### config.mk
export PLATFORM = sky130hd
export DESIGN_NAME = display_arbiter
export DESIGN_NICKNAME = d
export VERILOG_FILES = /design/src/rtl/display_arbiter.sv
export SDC_FILE = /design/constraint.sdc
export NUM_CORES = 1
export LEC_CHECK = 0
export BUFFER_PORTS_ARGS = -buffer_cell sky130_fd_sc_hd__buf_4
export CAP_MARGIN = 20
export CORE_MARGIN = 3
export CORE_UTILIZATION = 50
export CTS_CLUSTER_DIAMETER = 60
export CTS_CLUSTER_SIZE = 8
export DETAILED_ROUTE_END_ITERATION = 6
export PLACE_DENSITY = 0.84
export SETUP_SLACK_MARGIN = 0.4
export SYNTH_ARGS = -nofsm -noshare
export SYNTH_HDL_FRONTEND = slang
export SYNTH_SLANG_ARGS = --single-unit
### constraint.sdc
create_clock -name clk -period 6.2 [get_ports clk]
set_clock_uncertainty 0.15 [all_clocks]
set_input_delay 0.62 -clock clk [delete_from_list [all_inputs] [get_ports clk]]
set_output_delay 0.62 -clock clk [all_outputs]
set_load 0.02 [all_outputs]
### src/rtl/display_arbiter.sv
// display_arbiter
//   Shares the 8-digit seven-segment display between the keypad entry path
//   and a message source (result/status word). A message is accepted with a
//   req/ack handshake and held on screen for HOLD_CYCLES. Any entry activity
//   pre-empts the message immediately. After a message ends, a guard window
//   of GUARD_CYCLES keeps the entry view on screen. Each entry_activity pulse
//   restarts that window.
//
// Parameters
//   HOLD_CYCLES   cycles a message stays visible (>=1)
//   GUARD_CYCLES  minimum entry-view cycles after a message ends (>=1)
//   BLINK_CYCLES  half-period of the newest-digit blink (>=1, blink build only)
//
// Ports
//   clk             system clock (100 MHz)
//   rst_n           synchronous active-low reset
//   entry_numb/mask entry value (nibble i = digit i) and digit enables
//   entry_activity  one-cycle pulse on an enter/reset keypad event
//   msg_req         message request, held until msg_ack
//   msg_numb/mask   message value and digit enables, sampled at accept
//   msg_ack         one-cycle pulse: message accepted
//   msg_done        one-cycle pulse: message display ended
//   msg_aborted     qualifies msg_done: 1 = ended by entry pre-emption
//   numb/mask       registered value and enables to segment_controller
//   owner           0 = entry view, 1 = message view
//
// Configuration
//   ENTRY_BLINK_EN  when defined, mask[0] blinks in the entry view with a
//                   half-period of BLINK_CYCLES. The blink counter and phase
//                   restart on entry_activity.

module display_arbiter #(
  parameter int unsigned HOLD_CYCLES  = 100_000_000,
  parameter int unsigned GUARD_CYCLES = 50_000_000,
  parameter int unsigned BLINK_CYCLES = 25_000_000
) (
  input  logic        clk,
  input  logic        rst_n,
  input  logic [31:0] entry_numb,
  input  logic [7:0]  entry_mask,
  input  logic        entry_activity,
  input  logic        msg_req,
  input  logic [31:0] msg_numb,
  input  logic [7:0]  msg_mask,
  output logic        msg_ack,
  output logic        msg_done,
  output logic        msg_aborted,
  output logic [31:0] numb,
  output logic [7:0]  mask,
  output logic        owner
);

  typedef enum logic [1:0] {
    ST_ENTRY = 2'd0,
    ST_SHOW  = 2'd1,
    ST_GUARD = 2'd2
  } state_t;

  localparam logic [31:0] HOLD_LOAD  = 32'(HOLD_CYCLES - 1);
  localparam logic [31:0] GUARD_LOAD = 32'(GUARD_CYCLES - 1);

  state_t      state_q, state_d;
  logic [31:0] cnt_q, cnt_d;

  logic [31:0] numb_d;
  logic [7:0]  mask_d;
  logic        owner_d, ack_d, done_d, aborted_d;

`ifdef ENTRY_BLINK_EN
  localparam logic [31:0] BLINK_LAST = 32'(BLINK_CYCLES - 1);

  logic [31:0] blink_cnt_q, blink_cnt_d;
  logic        phase_q, phase_d;

  // Free-running half-period counter. Entry activity restarts it with the
  // digit lit, so a freshly typed digit is visible straight away.
  always_comb begin
    blink_cnt_d = blink_cnt_q + 32'd1;
    phase_d     = phase_q;
    if (entry_activity) begin
      blink_cnt_d = '0;
      phase_d     = 1'b1;
    end else if (blink_cnt_q == BLINK_LAST) begin
      blink_cnt_d = '0;
      phase_d     = ~phase_q;
    end
  end

  always_ff @(posedge clk) begin
    if (!rst_n) begin
      blink_cnt_q <= '0;
      phase_q     <= 1'b1;
    end else begin
      blink_cnt_q <= blink_cnt_d;
      phase_q     <= phase_d;
    end
  end
`endif

  // State and counter register.
  always_ff @(posedge clk) begin
    if (!rst_n) begin
      state_q <= ST_ENTRY;
      cnt_q   <= '0;
    end else begin
      state_q <= state_d;
      cnt_q   <= cnt_d;
    end
  end

  // Next-state logic. In SHOW, entry activity outranks hold expiry. In GUARD,
  // activity outranks guard expiry.
  always_comb begin
    state_d = state_q;
    cnt_d   = cnt_q;
    case (state_q)
      ST_ENTRY: begin
        if (msg_req && !entry_activity) begin
          state_d = ST_SHOW;
          cnt_d   = HOLD_LOAD;
        end
      end
      ST_SHOW: begin
        if (entry_activity || (cnt_q == '0)) begin
          state_d = ST_GUARD;
          cnt_d   = GUARD_LOAD;
        end else begin
          cnt_d = cnt_q - 32'd1;
        end
      end
      ST_GUARD: begin
        if (entry_activity) begin
          cnt_d = GUARD_LOAD;
        end else if (cnt_q == '0) begin
          state_d = ST_ENTRY;
        end else begin
          cnt_d = cnt_q - 32'd1;
        end
      end
      default: begin
        state_d = ST_ENTRY;
        cnt_d   = '0;
      end
    endcase
  end

  // Output logic. These values are registered below, so they follow the
  // state being entered rather than the current one. While a message is
  // showing, numb/mask simply hold their registered value. That register
  // doubles as the message latch.
  always_comb begin
    ack_d     = (state_q == ST_ENTRY) && (state_d == ST_SHOW);
    done_d    = (state_q == ST_SHOW)  && (state_d == ST_GUARD);
    aborted_d = done_d && entry_activity;
    numb_d    = entry_numb;
    mask_d    = entry_mask;
    owner_d   = 1'b0;
`ifdef ENTRY_BLINK_EN
    mask_d[0] = entry_mask[0] & phase_d;
`endif
    if (ack_d) begin
      numb_d  = msg_numb;
      mask_d  = msg_mask;
      owner_d = 1'b1;
    end else if (state_d == ST_SHOW) begin
      numb_d  = numb;
      mask_d  = mask;
      owner_d = 1'b1;
    end
  end

  // Output register.
  always_ff @(posedge clk) begin
    if (!rst_n) begin
      numb        <= '0;
      mask        <= '0;
      owner       <= 1'b0;
      msg_ack     <= 1'b0;
      msg_done    <= 1'b0;
      msg_aborted <= 1'b0;
    end else begin
      numb        <= numb_d;
      mask        <= mask_d;
      owner       <= owner_d;
      msg_ack     <= ack_d;
      msg_done    <= done_d;
      msg_aborted <= aborted_d;
    end
  end

endmodule

==> results of run 1 <==
==> worst min-delay path by stage <==
stage | start | end | slack (ns)
floorplan | cnt_q[31]$_SDFFE_PN0P_ | cnt_q[31]$_SDFFE_PN0P_ | 0.29
global placement | cnt_q[17]$_SDFFE_PN0P_ | cnt_q[17]$_SDFFE_PN0P_ | 0.31
detailed placement | cnt_q[31]$_SDFFE_PN0P_ | cnt_q[31]$_SDFFE_PN0P_ | 0.33
CTS | cnt_q[31]$_SDFFE_PN0P_ | cnt_q[31]$_SDFFE_PN0P_ | 0.35
global route | mask[4]$_SDFFE_PN0P_ | mask[4]$_SDFFE_PN0P_ | 0.37
finish | cnt_q[7]$_SDFFE_PN0P_ | cnt_q[7]$_SDFFE_PN0P_ | 0.35
==> report_power, final <==
| group | internal, mW | switching (mW) | total (mW) |
|---|---|---|---|
| combinational | 0.156 | 0.204 | 0.360 |
| sequential | 0.547 | 0.0481 | 0.595 |
| clock | 0.271 | 0.202 | 0.473 |
==> per-layer routing <==
metal | GRT usage | vias up | routed length [um]
met1 | 0.314 | 1989 | 4950
met2 | 0.426 | 234 | 5880
met3 | 0.0775 | 28 | 1250
met5 | 0 | - | 0
li1 | - | 1996 | -
met4 | 0.0980 | 0 | 319
==> synth_stat cells, types with 7 or more instances <==
cell type  instances
nor2_1            34
o21ai_0           10
dfxtp_1           78
clkbuf_1          13
a31oi_1            9
a21oi_1           22
buf_4              9
mux2i_1           40
nor3_1            16
nand4_1            7
nand2_1           69
inv_1             11
o211a_1           40
nor4_1             9
nand3_1           12
o211ai_1           7
==> per-stage QoR <==
step,utilization,hold WS (ns)
after floorplan,-,0.289
after global placement,0.649,0.314
after detailed placement,0.649,0.327
after CTS,0.679,0.346
after global routing,0.679,0.372
final,0.679,0.346
==> layout make-up <==
class | instances | area share
clock buffer | 10 | 0.0237
clock inverter | 6 | 0.0216
inverter | 11 | 0.00767
multi-input combinational | 358 | 0.454
sequential | 78 | 0.290
tap | 102 | 0.0237
timing repair buffer | 129 | 0.180
==> cells in the final DEF (no fill, tap or decap), types with 10 or more instances in the layout <==
| cell | count |
|---|---|
| nor2_1 | 34 |
| a21oi_1 | 22 |
| inv_1 | 11 |
| o211a_1 | 40 |
| nor3_1 | 15 |
| mux2i_1 | 40 |
| dfxtp_1 | 78 |
| nand2_1 | 69 |
| nand3_1 | 12 |
| o21ai_0 | 10 |
| buf_4 | 129 |
==> cell families (layout without fill, tap and decap cells) <==
group           Yosys count  count (layout)
flops                    78              78
compound gates          131             131
xor+xnor                  3               3
fa+ha+maj                 2               2
buf+inv                  38             156
mux                      40              40
simple gates            182             182
==> worst min-delay path: cells and delay by family, from the launching register on <==
family	cells	cell delay [ns]
DFF	1	0.31
AOI/OAI and AO/OA	2	0.13
==> registers in the layout, summed over array words and instances, names as in the netlist <==
register	count
msg_aborted	1
msg_ack	1
numb	32
owner	1
msg_done	1
state_q	2
mask	8
cnt_q	32
==> impl_metrics.csv, run 1 <==
group,metric,value,unit
timing,hold_violations,0,
placed_design,place_ws,2.87,ns
timing,fin_crit,3.01,ns
synthesis,yosys-top-cells-area,"dfxtp_1 (37%), mux2i_1 (9.6%), o211a_1 (9.6%)",
synthesis,synth.distinct_cells,59,
setup_path,worst-r2r-cell-count,9,
final_layout,drive_above_1_share,0.277,
route,routed_wl,12400,um
final_layout,multi_input_area,2440,um2
setup_path,cpPeakStageDelay,0.58,ns
cts,path_clk_slew,0.08,ns
route,via_per_inst,6.12,
placed_design,portBuffers,127,
route,wl_per_cell,17.9,um
synthesis,syn-num-nets,560,
placed_design,dpl.hpwl,9110,um
timing,rsz0062_at_grt,"no",
synthesis,synth_top_area_frac,0.373,
setup_path,cp_data_arrival_time,3.11,ns
route,ant_nets,0,
synthesis,synth_top_family_by_area,"compound AO/OA/AOI/OAI gates",
setup_path,required,6.30,ns
synthesis,yosysSeqAreaShare,0.373,
grt,antenna_found_initial,0,
route,via_count,4247,
synthesis,synth_edf_count,0,
run,cap_viol_max_count,0,
grt,grt_max_degree,81,
synthesis,synth_compound_area_frac,0.243,
cts,cts_htree_levels,3,
final_layout,final_cell_area,5390,um2
power,power,1.43,mW
timing,drv_slew,0,
floorplan,row_count,32,
final_layout,diodes,0,
timing,setup_viol,0,
final_layout,fillers,619,
grt,grt_pass1_vias,4215,
route,drc,0,
cts,holdBufCountCts,0,
grt,grt-ovfl-total,0,
timing,tns,0,ns
setup_path,setup.worst_path.start_class,"flop",
cts,postCtsSetupBuffers,0,
floorplan,die_h,97.5,um
placed_design,dp.cells,678,
floorplan,die_w,97.5,um
cts,cts_made_buffers,9,
route,drtIter0Drc,458,
setup_path,cp_num_buf_inv,2,
setup_path,critPathSlowestCell,"buf_4",
setup_path,worstSetupEndpointType,"flop",
setup_path,worst_path_most_repeated_cell,"nand3_2",
timing,timing_worst_slew_pin_value,0.976,ns
power,p_per_area,265,nW/um2
synthesis,synthSimpleGateAreaFrac,0.232,
timing,fin_crit_sh,0.485,
synthesis,netlist_area,4180,um2
setup_path,endpoint,"numb[11]$_SDFFE_PN0P_",
cts,cts_root_buf,"clkbuf_8",
synthesis,yosys_warnings,0,
timing,worst_slack,3.19,ns
setup_path,path_cells,"inv_1 -> ha_1 -> nor4b_1 -> nand3_2 -> or3_4 -> nand3_2 -> buf_4 -> nand2_1 -> o211a_1",
placed_design,gp_congestion,0.959,
cts,cts_tree,"built",
placed_design,dpl-instance-area,5140,um2
worst_hold_path,holdCritPathClass,"flop to flop",
grt,grt_pass1_wl,20300,um
setup_path,crit_family,"simple AND/OR/NAND/NOR gates",
timing,slew_headroom,0.346,
synthesis,ys.flop_type,"dfxtp_1",
floorplan,coreArea,7930,um2
setup_path,cp_max_fo,80,
setup_path,crit_type,"flop to flop",
synthesis,syn_avg_cell_area,8.82,um2
final_layout,fin_nets,673,
power,irDropWorstVdd,169,uV
timing,max_freq,0.332,GHz
worst_hold_path,hold_path_depth,2,
synthesis,synthAdderAreaFrac,0.00598,
synthesis,ys_seq_elements,78,
route,drt_pass1_iterations,5,
cts,insertion_delay,0.36,ns
setup_path,reg2reg_to,"numb[11]$_SDFFE_PN0P_",
synthesis,synth_cells,474,
final_layout,final_cells,694,
synthesis,async_flop_share,0,
synthesis,yosysTopAreaCell,"dfxtp_1",
setup_path,cp.depth,9,
cts,ctsResizeCount,0,
final_layout,syn_to_final_growth,28.8,%
setup_path,rr_startpoint,"cnt_q[0]$_SDFFE_PN0P_",
synthesis,muxShareOfSynthArea,0.0957,
setup_path,reg2reg_setup_slack,3.19,ns
floorplan,io_pins,128,
status,status,"finished clean",
cts,clock_sink_count,78,
synthesis,synth-xor-area-share,0.00628,
setup_path,crit_start,"cnt_q[0]$_SDFFE_PN0P_",
floorplan,die-area,9500,um2
final_layout,regArea,1560,um2
grt,grtUsageTotal,0.258,
cts,cts.path.max_buffers,2,
power,p_leak,2.54,nW
floorplan,initial_core_util,0.528,
Power figures use the tool's default switching activity.
==> inputs of run 2 (changes only) <==
CORE_UTILIZATION = 47   (was 50)
PLACE_DENSITY = 0.83   (was 0.84)
clock period = 2.55 ns   (was 6.2 ns; I/O delays follow)
==> run 2 against run 1 <==
Effect of this change: via count is 9.8% higher; sequential cell count stayed put; largest power group unchanged; total power grew to 2.7 times the previous value; global-route usage is 2.2 points higher; critical endpoint is now mask[3]$_SDFFE_PN0P_; hold slack worse by 0.27 ns; first-iteration DRC count is 0.22% lower; final area is 19% higher; utilization is 8.1 points higher.
==> impl_metrics.csv, run 2 (same netlist as run 1, synthesis figures left out) <==
group,metric,value,unit
status,status,"finished clean",
setup_path,worstSetupEndpointType,"flop",
setup_path,cp_max_fo,16,
setup_path,cp_data_arrival_time,2.46,ns
grt,grt-ovfl-total,0,
route,drt_pass1_iterations,5,
setup_path,cpPeakStageDelay,0.45,ns
route,drc,0,
final_layout,most-common-layout-cells,"buf_4 (170), nand2_1 (67), dfxtp_1 (66), mux2i_1 (40), o211a_1 (40)",
cts,cts_tree,"built",
placed_design,dp.cells,707,
final_layout,layout_commonest_cell,"buf_4",
timing,rsz0062_at_grt,"yes",
timing,setup_viol,0,
timing,timing_worst_slew_pin_value,0.475,ns
floorplan,die_h,100,um
placed_design,place_ws,0.125,ns
setup_path,cp_num_buf_inv,3,
setup_path,path_cells,"inv_4 -> ha_4 -> nor4b_4 -> nand3_2 -> or3_4 -> nand3_4 -> buf_12 -> buf_12 -> nand2_1 -> o211a_1",
final_layout,regArea,1580,um2
floorplan,coreArea,8420,um2
cts,cts_made_buffers,9,
power,p_per_area,603,nW/um2
timing,slew_headroom,0.675,
placed_design,dpl.hpwl,9550,um
grt,grtUsageTotal,0.279,
final_layout,fillers,551,
floorplan,row_count,33,
route,wl_per_cell,19.8,um
timing,worst_slack,0.207,ns
final_layout,fin_nets,739,
final_layout,drive_above_1_share,0.429,
cts,path_clk_slew,0.09,ns
grt,antenna_found_initial,0,
route,via_per_inst,6.11,
setup_path,required,2.66,ns
floorplan,initial_core_util,0.497,
final_layout,multi_input_area,2700,um2
setup_path,setup.worst_path.start_class,"flop",
power,p_leak,3.01,nW
timing,drv_slew,0,
placed_design,gp_congestion,0.950,
final_layout,top_regs,"cnt_q (32), numb (32), mask (8)",
setup_path,worst_path_most_repeated_cell,"buf_12",
timing,hold_violations,0,
setup_path,crit_family,"simple AND/OR/NAND/NOR gates",
cts,clock_sink_count,78,
route,ant_nets,0,
setup_path,crit_type,"flop to flop",
final_layout,diodes,0,
cts,cts.path.max_buffers,2,
route,drtIter0Drc,457,
cts,cts_htree_levels,3,
route,routed_wl,15100,um
route,via_count,4662,
floorplan,die-area,10100,um2
worst_hold_path,holdCritPathClass,"primary input to flop",
timing,fin_crit,2.34,ns
run,cap_viol_max_count,0,
floorplan,io_pins,128,
grt,grt_pass1_vias,4440,
power,power,3.86,mW
timing,fin_crit_sh,0.919,
floorplan,die_w,100,um
placed_design,portBuffers,127,
timing,tns,0,ns
final_layout,syn_to_final_growth,53.2,%
power,irDropWorstVdd,343,uV
grt,grt_max_degree,38,
cts,cts_root_buf,"clkbuf_8",
cts,insertion_delay,0.37,ns
setup_path,critPathSlowestCell,"or3_4",
grt,grt_pass1_wl,22300,um
timing,max_freq,0.427,GHz
final_layout,final_cells,763,
[run 2: cell count changes in the layout (fill, tap and decap cells not counted), moves of 5 or more]
cell     change
nor4_1       -5
buf_6       +10
dfxtp_2      +9
nor2_1       -6
buf_12      +10
dfxtp_1     -12
buf_4       +41
[run 2: timing repair]
action / CTS / global route
endpoints found under the hold margin: 0 / 0
pin swaps: 12 / 27
setup endpoints to repair: 71 / 72
setup buffers: 23 / 12
cloned: 4 / 1
hold buffers: 0 / 0
resized for setup: 22 / 66
[run 2: path summary, 6_finish.rpt]
check / slack, ns / end / from / cells past startpoint
setup / recovery: 0.21 / mask[3]$_SDFFE_PN0P_ / cnt_q[1]$_SDFFE_PN0P_ / 10
hold / removal: 0.07 / numb[25]$_SDFFE_PN0P_ / entry_numb[25] / 4
setup reg to reg: 0.21 / mask[3]$_SDFFE_PN0P_ / cnt_q[1]$_SDFFE_PN0P_ / 10
hold reg to reg: 0.32 / cnt_q[7]$_SDFFE_PN0P_ / cnt_q[7]$_SDFFE_PN0P_ / 2
[run 2: metal layers]
layer	wire length [um]	track usage
met1	5690	0.336
met2	7430	0.468
met3	1320	0.0632
met4	682	0.136
met5	0	0
[run 2: final cells by class]
| class | count | area share |
|---|---|---|
| multi-input cells | 358 | 0.421 |
| repair buffers | 195 | 0.269 |
| flip-flops and latches | 78 | 0.247 |
| well taps | 105 | 0.0205 |
| clock buffers | 9 | 0.0193 |
| clock inverters | 7 | 0.0160 |
| inverters | 11 | 0.00683 |
[run 2: power by group]
group          switching [mW]  internal (mW)
logic                   0.683          0.618
registers               0.122           1.33
clock network           0.540          0.567
total                    1.35           2.52
[run 2: worst register-to-register path, stage by stage (launching register included)]
cell and delay (ns):
dfxtp_4 0.37, inv_4 0.07, ha_4 0.12, nor4b_4 0.26, nand3_2 0.20, or3_4 0.45
nand3_4 0.13, buf_12 0.13, buf_12 0.13, nand2_1 0.09, o211a_1 0.14
[run 2: per-stage QoR]
step                area, um2  hold slack [ns]   util
floorplan                4190            0.235      -
global placement         5400            0.317  0.641
detailed placement       5400            0.327  0.641
CTS                      6060           0.0742  0.719
global route             6410           0.0870  0.761
finish                   6410           0.0731  0.761
